<file path="src/rtl/calc_pkg.sv">
// calc_pkg: shared types and defaults for the calculator keypad-entry block.
//   key_type_e : decoded key class (DIGIT/OP/ENTER/CLEAR)
//   op_e       : operator code latched with operand A
//   disp_sel_e : display source select (ENTRY/RESULT/ERROR)
//   state_e    : entry sequencer states
package calc_pkg;

    localparam int unsigned DIGITS_DEFAULT = 3;

    typedef enum logic [1:0] {
        KeyDigit = 2'd0,
        KeyOp    = 2'd1,
        KeyEnter = 2'd2,
        KeyClear = 2'd3
    } key_type_e;

    typedef enum logic [1:0] {
        OpAdd = 2'd0,
        OpSub = 2'd1,
        OpMul = 2'd2,
        OpDiv = 2'd3
    } op_e;

    typedef enum logic [1:0] {
        DispEntry  = 2'd0,
        DispResult = 2'd1,
        DispError  = 2'd2
    } disp_sel_e;

    typedef enum logic [2:0] {
        StEntryA = 3'd0,
        StEntryB = 3'd1,
        StStart  = 3'd2,
        StWait   = 3'd3,
        StShow   = 3'd4
    } state_e;

endpackage

</file>
<file path="src/rtl/calc_entry_ctrl_wait_timer.sv">
// wait_timer: down-counter bounding a wait to COUNT enabled cycles.
//   clk, rst : clock and synchronous active-high reset
//   load     : preload to COUNT-1 (first enabled cycle of the wait follows)
//   en       : count down one per cycle while high
//   expire   : high in the COUNT-th enabled cycle after a load
module wait_timer #(
    parameter int unsigned COUNT = 1024
) (
    input  logic clk,
    input  logic rst,
    input  logic load,
    input  logic en,
    output logic expire
);

    localparam int unsigned CW = (COUNT > 1) ? $clog2(COUNT) : 1;

    logic [CW-1:0] cnt_q, cnt_d;

    always_comb begin
        cnt_d = cnt_q;
        if (load) begin
            cnt_d = CW'(COUNT - 1);
        end else if (en && (cnt_q != '0)) begin
            cnt_d = cnt_q - CW'(1);
        end
    end

    assign expire = en && !load && (cnt_q == '0);

    always_ff @(posedge clk) begin
        if (rst) begin
            cnt_q <= '0;
        end else begin
            cnt_q <= cnt_d;
        end
    end

endmodule

</file>
<file path="src/rtl/calc_entry_ctrl.sv">
// calc_entry_ctrl: keypad-entry sequencer for the calculator.
//   Inputs : clk, rst (sync, active-high), key_valid/key_type/key_val (decoded key),
//            bcd_value (digit register contents), alu_done (ALU completion pulse)
//   Outputs: digit_valid/digit_val/digit_clear (Mealy, drive the digit register),
//            operand_a/operand_b/op_code (latched), alu_start (pulse), busy,
//            disp_sel (ENTRY/RESULT/ERROR), error (sticky timeout flag)
module calc_entry_ctrl
    import calc_pkg::*;
#(
    parameter int unsigned DIGITS  = DIGITS_DEFAULT,
    parameter int unsigned W       = 4 * DIGITS,
    parameter int unsigned TIMEOUT = 1024
) (
    input  logic         clk,
    input  logic         rst,
    input  logic         key_valid,
    input  logic [1:0]   key_type,
    input  logic [3:0]   key_val,
    input  logic [W-1:0] bcd_value,
    output logic         digit_valid,
    output logic [3:0]   digit_val,
    output logic         digit_clear,
    output logic [W-1:0] operand_a,
    output logic [W-1:0] operand_b,
    output logic [1:0]   op_code,
    output logic         alu_start,
    input  logic         alu_done,
    output logic         busy,
    output logic [1:0]   disp_sel,
    output logic         error
);

    localparam int unsigned CNT_W = $clog2(DIGITS + 1);

    state_e      state_q, state_d;
    logic [W-1:0] opa_q, opa_d, opb_q, opb_d;
    op_e         op_q, op_d;
    logic [CNT_W-1:0] cnt_q, cnt_d;
    logic        pend_q, pend_d;
    logic [3:0]  pend_val_q, pend_val_d;
    logic        err_q, err_d;
    disp_sel_e   disp_q, disp_d;
    logic        start_q, start_d;
    logic        busy_q, busy_d;
    logic        timer_load, timer_en, timer_expire;

    logic is_digit, is_op, is_enter, is_clear, room;

    assign is_digit = key_valid && (key_type == KeyDigit);
    assign is_op    = key_valid && (key_type == KeyOp);
    assign is_enter = key_valid && (key_type == KeyEnter);
    assign is_clear = key_valid && (key_type == KeyClear);
    assign room     = (cnt_q < CNT_W'(DIGITS));

    wait_timer #(
        .COUNT (TIMEOUT)
    ) u_wait_timer (
        .clk    (clk),
        .rst    (rst),
        .load   (timer_load),
        .en     (timer_en),
        .expire (timer_expire)
    );

    always_comb begin
        state_d     = state_q;
        opa_d       = opa_q;
        opb_d       = opb_q;
        op_d        = op_q;
        cnt_d       = cnt_q;
        pend_d      = pend_q;
        pend_val_d  = pend_val_q;
        err_d       = err_q;
        disp_d      = disp_q;
        digit_valid = 1'b0;
        digit_val   = key_val;
        digit_clear = 1'b0;
        timer_load  = 1'b0;
        timer_en    = 1'b0;

        unique case (state_q)
            StEntryA: begin
                if (is_digit && room) begin
                    digit_valid = 1'b1;
                    cnt_d       = cnt_q + CNT_W'(1);
                end else if (is_op) begin
                    opa_d       = bcd_value;
                    op_d        = op_e'(key_val[1:0]);
                    digit_clear = 1'b1;
                    cnt_d       = '0;
                    state_d     = StEntryB;
                end
            end
            StEntryB: begin
                if (is_digit && room) begin
                    digit_valid = 1'b1;
                    cnt_d       = cnt_q + CNT_W'(1);
                end else if (is_op) begin
                    op_d = op_e'(key_val[1:0]);
                end else if (is_enter && (cnt_q != '0)) begin
                    opb_d       = bcd_value;
                    digit_clear = 1'b1;
                    cnt_d       = '0;
                    state_d     = StStart;
                end
            end
            StStart: begin
                timer_load = 1'b1;
                state_d    = StWait;
            end
            StWait: begin
                timer_en = 1'b1;
                if (alu_done) begin
                    disp_d  = DispResult;
                    state_d = StShow;
                end else if (timer_expire) begin
                    err_d   = 1'b1;
                    disp_d  = DispError;
                    state_d = StShow;
                end
            end
            StShow: begin
                if (pend_q) begin
                    // Register was cleared last cycle; shift in the held digit as the
                    // first digit of a new operand A. Any key this cycle is dropped.
                    digit_valid = 1'b1;
                    digit_val   = pend_val_q;
                    pend_d      = 1'b0;
                    cnt_d       = CNT_W'(1);
                    err_d       = 1'b0;
                    disp_d      = DispEntry;
                    state_d     = StEntryA;
                end else if (is_digit) begin
                    digit_clear = 1'b1;
                    pend_d      = 1'b1;
                    pend_val_d  = key_val;
                end
            end
            default: state_d = StEntryA;
        endcase

        // CLEAR overrides everything, including a coincident alu_done in WAIT.
        if (is_clear) begin
            digit_valid = 1'b0;
            digit_clear = 1'b1;
            opa_d       = '0;
            opb_d       = '0;
            cnt_d       = '0;
            pend_d      = 1'b0;
            err_d       = 1'b0;
            disp_d      = DispEntry;
            state_d     = StEntryA;
        end

        start_d = (state_d == StStart);
        busy_d  = (state_d == StStart) || (state_d == StWait);
    end

    always_ff @(posedge clk) begin
        if (rst) begin
            state_q    <= StEntryA;
            opa_q      <= '0;
            opb_q      <= '0;
            op_q       <= OpAdd;
            cnt_q      <= '0;
            pend_q     <= 1'b0;
            pend_val_q <= '0;
            err_q      <= 1'b0;
            disp_q     <= DispEntry;
            start_q    <= 1'b0;
            busy_q     <= 1'b0;
        end else begin
            state_q    <= state_d;
            opa_q      <= opa_d;
            opb_q      <= opb_d;
            op_q       <= op_d;
            cnt_q      <= cnt_d;
            pend_q     <= pend_d;
            pend_val_q <= pend_val_d;
            err_q      <= err_d;
            disp_q     <= disp_d;
            start_q    <= start_d;
            busy_q     <= busy_d;
        end
    end

    assign operand_a = opa_q;
    assign operand_b = opb_q;
    assign op_code   = op_q;
    assign alu_start = start_q;
    assign busy      = busy_q;
    assign disp_sel  = disp_q;
    assign error     = err_q;

endmodule

</file>
<file path="config.mk">
export PLATFORM = sky130hd
export DESIGN_NAME = calc_entry_ctrl
export DESIGN_NICKNAME = d
export VERILOG_FILES = /design/src/rtl/calc_pkg.sv /design/src/rtl/calc_entry_ctrl_wait_timer.sv /design/src/rtl/calc_entry_ctrl.sv
export SDC_FILE = /design/constraint.sdc
export NUM_CORES = 1
export LEC_CHECK = 0
export BUFFER_PORTS_ARGS = -buffer_cell sky130_fd_sc_hd__buf_2
export CAP_MARGIN = 5
export CORE_UTILIZATION = 35
export CTS_CLUSTER_DIAMETER = 150
export DETAILED_ROUTE_END_ITERATION = 8
export GPL_TIMING_DRIVEN = 0
export PLACE_DENSITY_LB_ADDON = 0.05
export SETUP_SLACK_MARGIN = 0.02
export SYNTH_ARGS = -nofsm -noshare
export SYNTH_HDL_FRONTEND = slang
export SYNTH_SLANG_ARGS = --single-unit
</file>
<file path="constraint.sdc">
create_clock -name clk -period 2.89 [get_ports clk]
set_clock_uncertainty 0.05 [all_clocks]
set_input_delay 0.4335 -clock clk [delete_from_list [all_inputs] [get_ports clk]]
set_output_delay 0.4335 -clock clk [all_outputs]
set_load 0.02 [all_outputs]
</file>
==> metrics.md, run 1 <==
| Metric | Value |
|---|---|
| Status | `finished clean` |
| CP max stage delay | `480 ps` |
| H-tree Lvls | `2` |
| Final ANT Viol Nets | `0` |
| Post-layout nets | `354` |
| Power Density | `482 nW/um^2` |
| Mean Syn Cell Area | `8.59 um^2` |
| Finish-stage setup viols | `0` |
| Worst skew pair latency | `310 ps` |
| Largest family of logic cells by synthesized area | `simple AND/OR/NAND/NOR gates` |
| DRC | `0` |
| Clock Path Buffers | `2` |
| TritonRoute pass-1 iters | `4` |
| Detailed Place HPWL | `3880 um` |
| CP Data Arrival Time | `2290 ps` |
| Synth Flop Type | `dfxtp_1` |
| Hold path cells | `3` |
| Netlist cell types | `47` |
| Crit path max-delay cell type | `or4_4` |
| Number of max-cap violations | `0` |
| Placed instance area | `2650 um^2` |
| Most frequent cells in the layout | `buf_2, dfxtp_1, nand2_1` |
| Die width | `82.5 um` |
| Rel. slew slack | `61.3%` |
| Final Hold Fails | `0` |
| Syn nets | `290` |
| Number of synthesized flops with an enable pin | `0` |
| ANT cells | `0` |
| Initial DRC Count | `131` |
| Vias per cell | `5.10` |
| YS warnings | `0` |
| Initial Utilization | `37.2%` |
| #FFs+latches synth | `51` |
| Initial antenna violation count | `0` |
| Mux cell area share after synthesis | `8.44%` |
| Crit path cell chain | `or3b_1 > buf_6 > or4_4 > buf_6 > buf_6 > nand4b_1 > buf_2` |
| Setup crit start kind | `flop` |
| Vias | `2059` |
| Worst hold slack | `310 ps` |
| Worst-Margin Slew | `575 ps` |
| Bufs and invs on worst path | `4` |
| Final Wtd Congestion | `0.739` |
| Num rows | `28` |
| Max Fclk | `361 MHz` |
| Worst hold path class | `in -> reg` |
| Number of global-route vias before repair | `1786` |
| Post-Syn Area | `2270 um^2` |
| Clock transition at path regs | `100 ps` |
| CTS Buf Count | `5` |
| Most common cell after layout, fill and taps aside | `buf_2` |
| Worst path depth | `7` |
| Setup TNS | `0 ps` |
| Cell mode on critical path | `buf_6` |
| Fin crit share | `96.0%` |
| First-pass GRT wire length | `8490 um` |
| CTS Hold Bufs | `0` |
| Number of standard cells after synthesis | `264` |
| Async SR Flop Fraction | `0%` |
| Drt wl/cell | `13.4 um` |
| Compound-Gate Fraction of Synth Area | `14.8%` |
| RSZ-0062 raised after global routing | `false` |
| CP Class | `reg -> out` |
| LEAKAGE | `1.18 nW` |
| Total gr overflow | `0` |
| Root Buffer Master | `clkbuf_8` |
| Worst Reg2Reg Path Length in Cells | `4` |
| Adder-cell share of the synthesized area | `2.21%` |
| Largest delay contributor family on the critical path | `simple AND/OR/NAND/NOR gates` |
| Fin area | `2770 um^2` |
| Worst vdd ir | `0.196 mV` |
| Min Tclk post-route | `2770 ps` |
| Endpoint type of the worst setup path | `output pin` |
| Slew Limit Fails | `0` |
| Port-buffer cells | `57` |
| Worst Path Max Fanout | `10` |
| Critical Path RT | `2410 ps` |
| IO Pins | `59` |
| Area growth syn-to-layout | `22.0%` |
| Final Power | `1.33 mW` |
| FILL cells | `628` |
| Global Route Usage Sum | `16.5%` |
| Core Area | `6100 um^2` |
| WL final | `5400 um` |
| Share of cells above drive strength 1 | `23.4%` |
| TritonCTS clock tree | `yes` |
| Full die area | `6800 um^2` |
| Synth Area in Simple Gates | `24.4%` |
| Die Y | `82.5 um` |
| Pin count of the biggest net entering global routing | `17` |
| CTS Sinks | `51` |
| Synth Area in XOR/XNOR | `0%` |
| Post-synthesis sequential area ratio | `45.0%` |
[area by class of cell]
class	count	area [um^2]	share of cell area, %
Clock inverter	3	43.8	1.58
Tap cell	75	93.8	3.39
Multi-Input combinational cell	191	1140	41.2
Inverter	6	22.5	0.814
Sequential cell	51	1020	36.9
Buffer	16	91.3	3.30
Timing Repair Buffer	57	285	10.3
Clock buffer	5	68.8	2.49
[path summary, 6_finish.rpt]
check / startpoint / end / slack (ps)
setup reg to reg: u_wait_timer.cnt_q[5] / busy / 870
setup / recovery: state_q[1] / digit_clear / 120
hold reg to reg: operand_b[0] / operand_b[0] / 410
hold / removal: bcd_value[7] / operand_b[7] / 310
[synth_stat cells (2+ instances only)]
library cell	n	area share (%)
a21oi_1	19	4.2
or4_1	4	1.3
nand2_1	47	7.8
a311oi_1	2	0.77
nand3_1	4	0.88
o211ai_1	2	0.66
nand4_1	2	0.55
buf_1	3	0.50
a31oi_1	7	1.9
buf_6	4	2.0
nor3_1	4	0.88
nor4_1	4	1.1
dfxtp_1	51	45
mux2i_1	18	7.9
or3_1	2	0.55
or2_2	2	0.55
o31ai_1	5	1.7
nor2b_1	2	0.55
nor2_1	32	5.3
o21ai_0	7	1.5
ha_1	4	2.2
inv_1	6	0.99
nor3b_1	2	0.66
clkbuf_1	8	1.3
[layer usage]
layer | GRT usage, % | wire length, um | vias to the layer above
met5 | 0 | 0 | -
met4 | 4.74 | 62 | 0
met3 | 4.40 | 314 | 6
met2 | 25.8 | 2410 | 60
met1 | 22.3 | 2610 | 935
li1 | - | - | 1058
[logic make-up (layout without fill, tap and decap cells)]
logic type	after synthesis	in the layout
AND/OR/NAND/NOR	115	115
multiplexers	19	19
AO/OA/AOI/OAI	53	53
flip-flops	51	51
buffers and inverters	22	87
adder cells (fa/ha/maj)	4	4
[sequential cells by signal, indices dropped and copies added (netlist names)]
signal and count:
operand_a 12, operand_b 12, u_wait_timer.cnt_q 10, pend_val_q 4
state_q 3, cnt_q 2, disp_sel 2, op_code 2
alu_start 1, busy 1, error 1, pend_q 1
[worst reg2reg max path, stage by stage, from the launching register on]
cell     delay (ps)
dfxtp_1         370
nor4_1          560
nand3_1         380
o21ai_0         410
a21oi_1         120
[metrics by stage]
stage               utilization (%)  std cells  worst slack (ps)
floorplan                         -        264               559
global placement               43.4        396               309
detailed placement             43.4        396               304
CTS                            45.4        404               106
global route                   45.4        404              26.0
finish                         45.4        404               117
[where the power goes]
group | switching, mW | internal [mW]
Sequential | 0.00447 | 0.710
Combinational | 0.0689 | 0.0420
Clock | 0.250 | 0.258
Total | 0.324 | 1.01
[repair_timing]
item / in CTS / in global routing
gates resized for setup: 1 / 0
setup buffers: 0 / 0
endpoints found under the setup margin: 1 / 0
Power figures use the tool's default switching activity.
==> run 2: changes to the inputs <==
--- a/config.mk
+++ b/config.mk
@@ -5,14 +5,14 @@
 export SDC_FILE = /design/constraint.sdc
 export NUM_CORES = 1
 export LEC_CHECK = 0
-export BUFFER_PORTS_ARGS = -buffer_cell sky130_fd_sc_hd__buf_2
+export BUFFER_PORTS_ARGS = -buffer_cell sky130_fd_sc_hd__clkbuf_2
 export CAP_MARGIN = 5
 export CORE_UTILIZATION = 35
 export CTS_CLUSTER_DIAMETER = 150
 export DETAILED_ROUTE_END_ITERATION = 8
 export GPL_TIMING_DRIVEN = 0
 export PLACE_DENSITY_LB_ADDON = 0.05
-export SETUP_SLACK_MARGIN = 0.02
+export SETUP_SLACK_MARGIN = 0.05
 export SYNTH_ARGS = -nofsm -noshare
 export SYNTH_HDL_FRONTEND = slang
 export SYNTH_SLANG_ARGS = --single-unit
==> run 2 against run 1 <==
Effect of this change: sequential share of layout area is 0.057 points higher; total power hardly changed; design area hardly changed; register-to-register slack worse by 60 ps; maximum frequency is 1.2% higher; highest routed layer unchanged; largest cell class unchanged.
==> metrics.md, run 2 (synthesized netlist as in run 1, its figures left out) <==
| Metric | Value |
|---|---|
| Worst skew pair latency | `300 ps (about the same)` |
| GR Util met1 | `21.8% (-0.44 points)` |
| CP max stage delay | `470 ps (about the same)` |
| Post-CTS setup buffers | `0 (unchanged)` |
| Crit path max-delay cell type | `or4_4` |
| HP Start | `bcd_value[7]` |
| Clock Path Buffers | `2 (unchanged)` |
| Crit path cell chain | `or3b_1 > buf_6 > or4_4 > buf_6 > buf_6 > nand4b_1 > clkbuf_2` |
| Worst hold path class | `in -> reg` |
| R2r endpoint | `busy` |
| Min Tclk post-route | `2740 ps (-32.5 ps)` |
| Vias | `2031 (-1.4%)` |
| Detailed Place HPWL | `3830 um (-1.2%)` |
| TritonCTS clock tree | `yes` |
| Placed insts | `396 (unchanged)` |
| Number of global-route vias before repair | `1790 (+0.22%)` |
| CTS Buf Count | `5 (unchanged)` |
| Finish-stage setup viols | `0 (unchanged)` |
| Number of max-cap violations | `0 (unchanged)` |
| Rel. slew slack | `59.3% (-2.0 points)` |
| Full die area | `6800 um^2 (unchanged)` |
| RSZ-0062 raised after global routing | `false` |
| Setup crit start kind | `flop` |
| Area growth syn-to-layout | `22.1% (about the same)` |
| Max Fclk | `365 MHz (+1.2%)` |
| Final Wtd Congestion | `0.739 (about the same)` |
| Clock transition at path regs | `100 ps (about the same)` |
| Status | `finished clean` |
| Worst-Margin Slew | `605 ps (+29.9 ps)` |
| Layer with the highest usage | `met2` |
| Power Density | `482 nW/um^2 (-0.11%)` |
| Crit Reg-Reg Startpoint | `u_wait_timer.cnt_q[5]` |
| LEAKAGE | `1.16 nW (-1.9%)` |
| R2R Setup Slk | `810 ps (-60 ps)` |
| Worst Path Max Fanout | `10 (unchanged)` |
| ANT cells | `0 (unchanged)` |
| Vias per cell | `5.03 (-1.4%)` |
| GRT met2 Usage | `25.7% (-0.083 points)` |
| Placed instance area | `2650 um^2 (unchanged)` |
| Worst vdd ir | `0.207 mV (+5.5%)` |
| Most common cell after layout, fill and taps aside | `clkbuf_2` |
| Drt wl/cell | `13.4 um (about the same)` |
| Core Area | `6100 um^2 (unchanged)` |
| Fin area | `2770 um^2 (about the same)` |
| Global Route Usage Sum | `16.4% (-0.13 points)` |
| DRC | `0 (unchanged)` |
| Cell mode on critical path | `buf_6` |
| Global-route track usage on met3 | `3.74% (-0.66 points)` |
| CP Data Arrival Time | `2260 ps (-30 ps)` |
| Most frequent cells in the layout | `clkbuf_2, dfxtp_1, nand2_1` |
| WL final | `5400 um (about the same)` |
| Worst Reg2Reg Path Length in Cells | `4 (unchanged)` |
| Layout Cells excl Fill | `404 (unchanged)` |
| Hold path cells | `3 (unchanged)` |
| Share of cells above drive strength 1 | `24.0% (+0.61 points)` |
| CP Class | `reg -> out` |
| Final ANT Viol Nets | `0 (unchanged)` |
| Die width | `82.5 um (unchanged)` |
| Post-layout nets | `354 (unchanged)` |
| IO Pins | `59 (unchanged)` |
| Final Power | `1.33 mW (about the same)` |
| Initial DRC Count | `118 (-9.9%)` |
| TritonRoute pass-1 iters | `4 (unchanged)` |
| Initial antenna violation count | `0 (unchanged)` |
| Fin crit share | `94.8% (-1.1 points)` |
| Root Buffer Master | `clkbuf_8` |
| H-tree Lvls | `2 (unchanged)` |
| Port-buffer cells | `57 (unchanged)` |
| Initial Utilization | `37.2% (unchanged)` |
| Hold path endpoint | `operand_b[7]` |
| CTS Sinks | `51 (unchanged)` |
| CTS Hold Bufs | `0 (unchanged)` |
| Total gr overflow | `0 (unchanged)` |
| Pin count of the biggest net entering global routing | `17 (unchanged)` |
| Final Hold Fails | `0 (unchanged)` |
| Setup TNS | `0 ps (unchanged)` |
| Die Y | `82.5 um (unchanged)` |
| First-pass GRT wire length | `8480 um (about the same)` |
| Slew Limit Fails | `0 (unchanged)` |
| Endpoint type of the worst setup path | `output pin` |
| Critical Path RT | `2410 ps (about the same)` |
| Num rows | `28 (unchanged)` |
==> run 2: cell types whose count changed in the layout (fill, tap and decap cells not counted), sizes merged <==
cell,change
buf,-57
clkbuf,+57
==> run 2: metal layers <==
layer | share of wire, % | up-vias
li1 | - | 1057
met1 | 49 | 918
met2 | 44 | 50
met3 | 4.6 | 6
met4 | 1.5 | 0
met5 | 0 | -
==> run 2: final cells by class <==
type,count,area [um^2]
Buffer,16,91.3
Clock buffer,5,68.8
Clock inverter,3,43.8
Fill cell,685,3330
Inverter,6,22.5
Multi-Input combinational cell,191,1140
Sequential cell,51,1020
Tap cell,75,93.8
Timing Repair Buffer,57,285
==> run 2: how the worst max path moves through the flow <==
stage / startpoint / to / slack (ps) / cells past startpoint
after CTS: state_q[1] / digit_clear / 90 / 7
after floorplan: key_valid / digit_clear / 560 / 6
after global routing: state_q[0] / digit_clear / 60 / 5
after detailed placement: key_valid / digit_clear / 300 / 8
after global placement: key_valid / digit_clear / 290 / 8
final: state_q[2] / digit_clear / 150 / 7
==> run 2: what timing repair did <==
action                     in CTS  in global routing
gates cloned                    0                  0
setup endpoints to repair       1                  1
gates resized for setup         1                  2
==> run 2: per-stage QoR <==
stage | utilization [%] | hold WS, ps | setup WS, ps
2_1_floorplan | - | 400 | 559
3_3_place_gp | 43.4 | 392 | 292
3_5_place_dp | 43.4 | 399 | 296
4_1_cts | 45.4 | 292 | 86.5
5_1_grt | 45.4 | 300 | 62.1
6_report | 45.4 | 303 | 149
==> run 2: where the power goes <==
part | internal [mW] | total [mW] | switching, mW
clock network | 0.258 | 0.508 | 0.250
logic | 0.0417 | 0.111 | 0.0688
registers | 0.710 | 0.714 | 0.00462
==> run 2: worst max-delay path: cells and delay by family (launching register included) <==
| family | cells | cell delay [ps] |
|---|---|---|
| buffers and inverters | 4 | 630 |
| flip-flops | 1 | 370 |
| AND/OR/NAND/NOR | 3 | 950 |
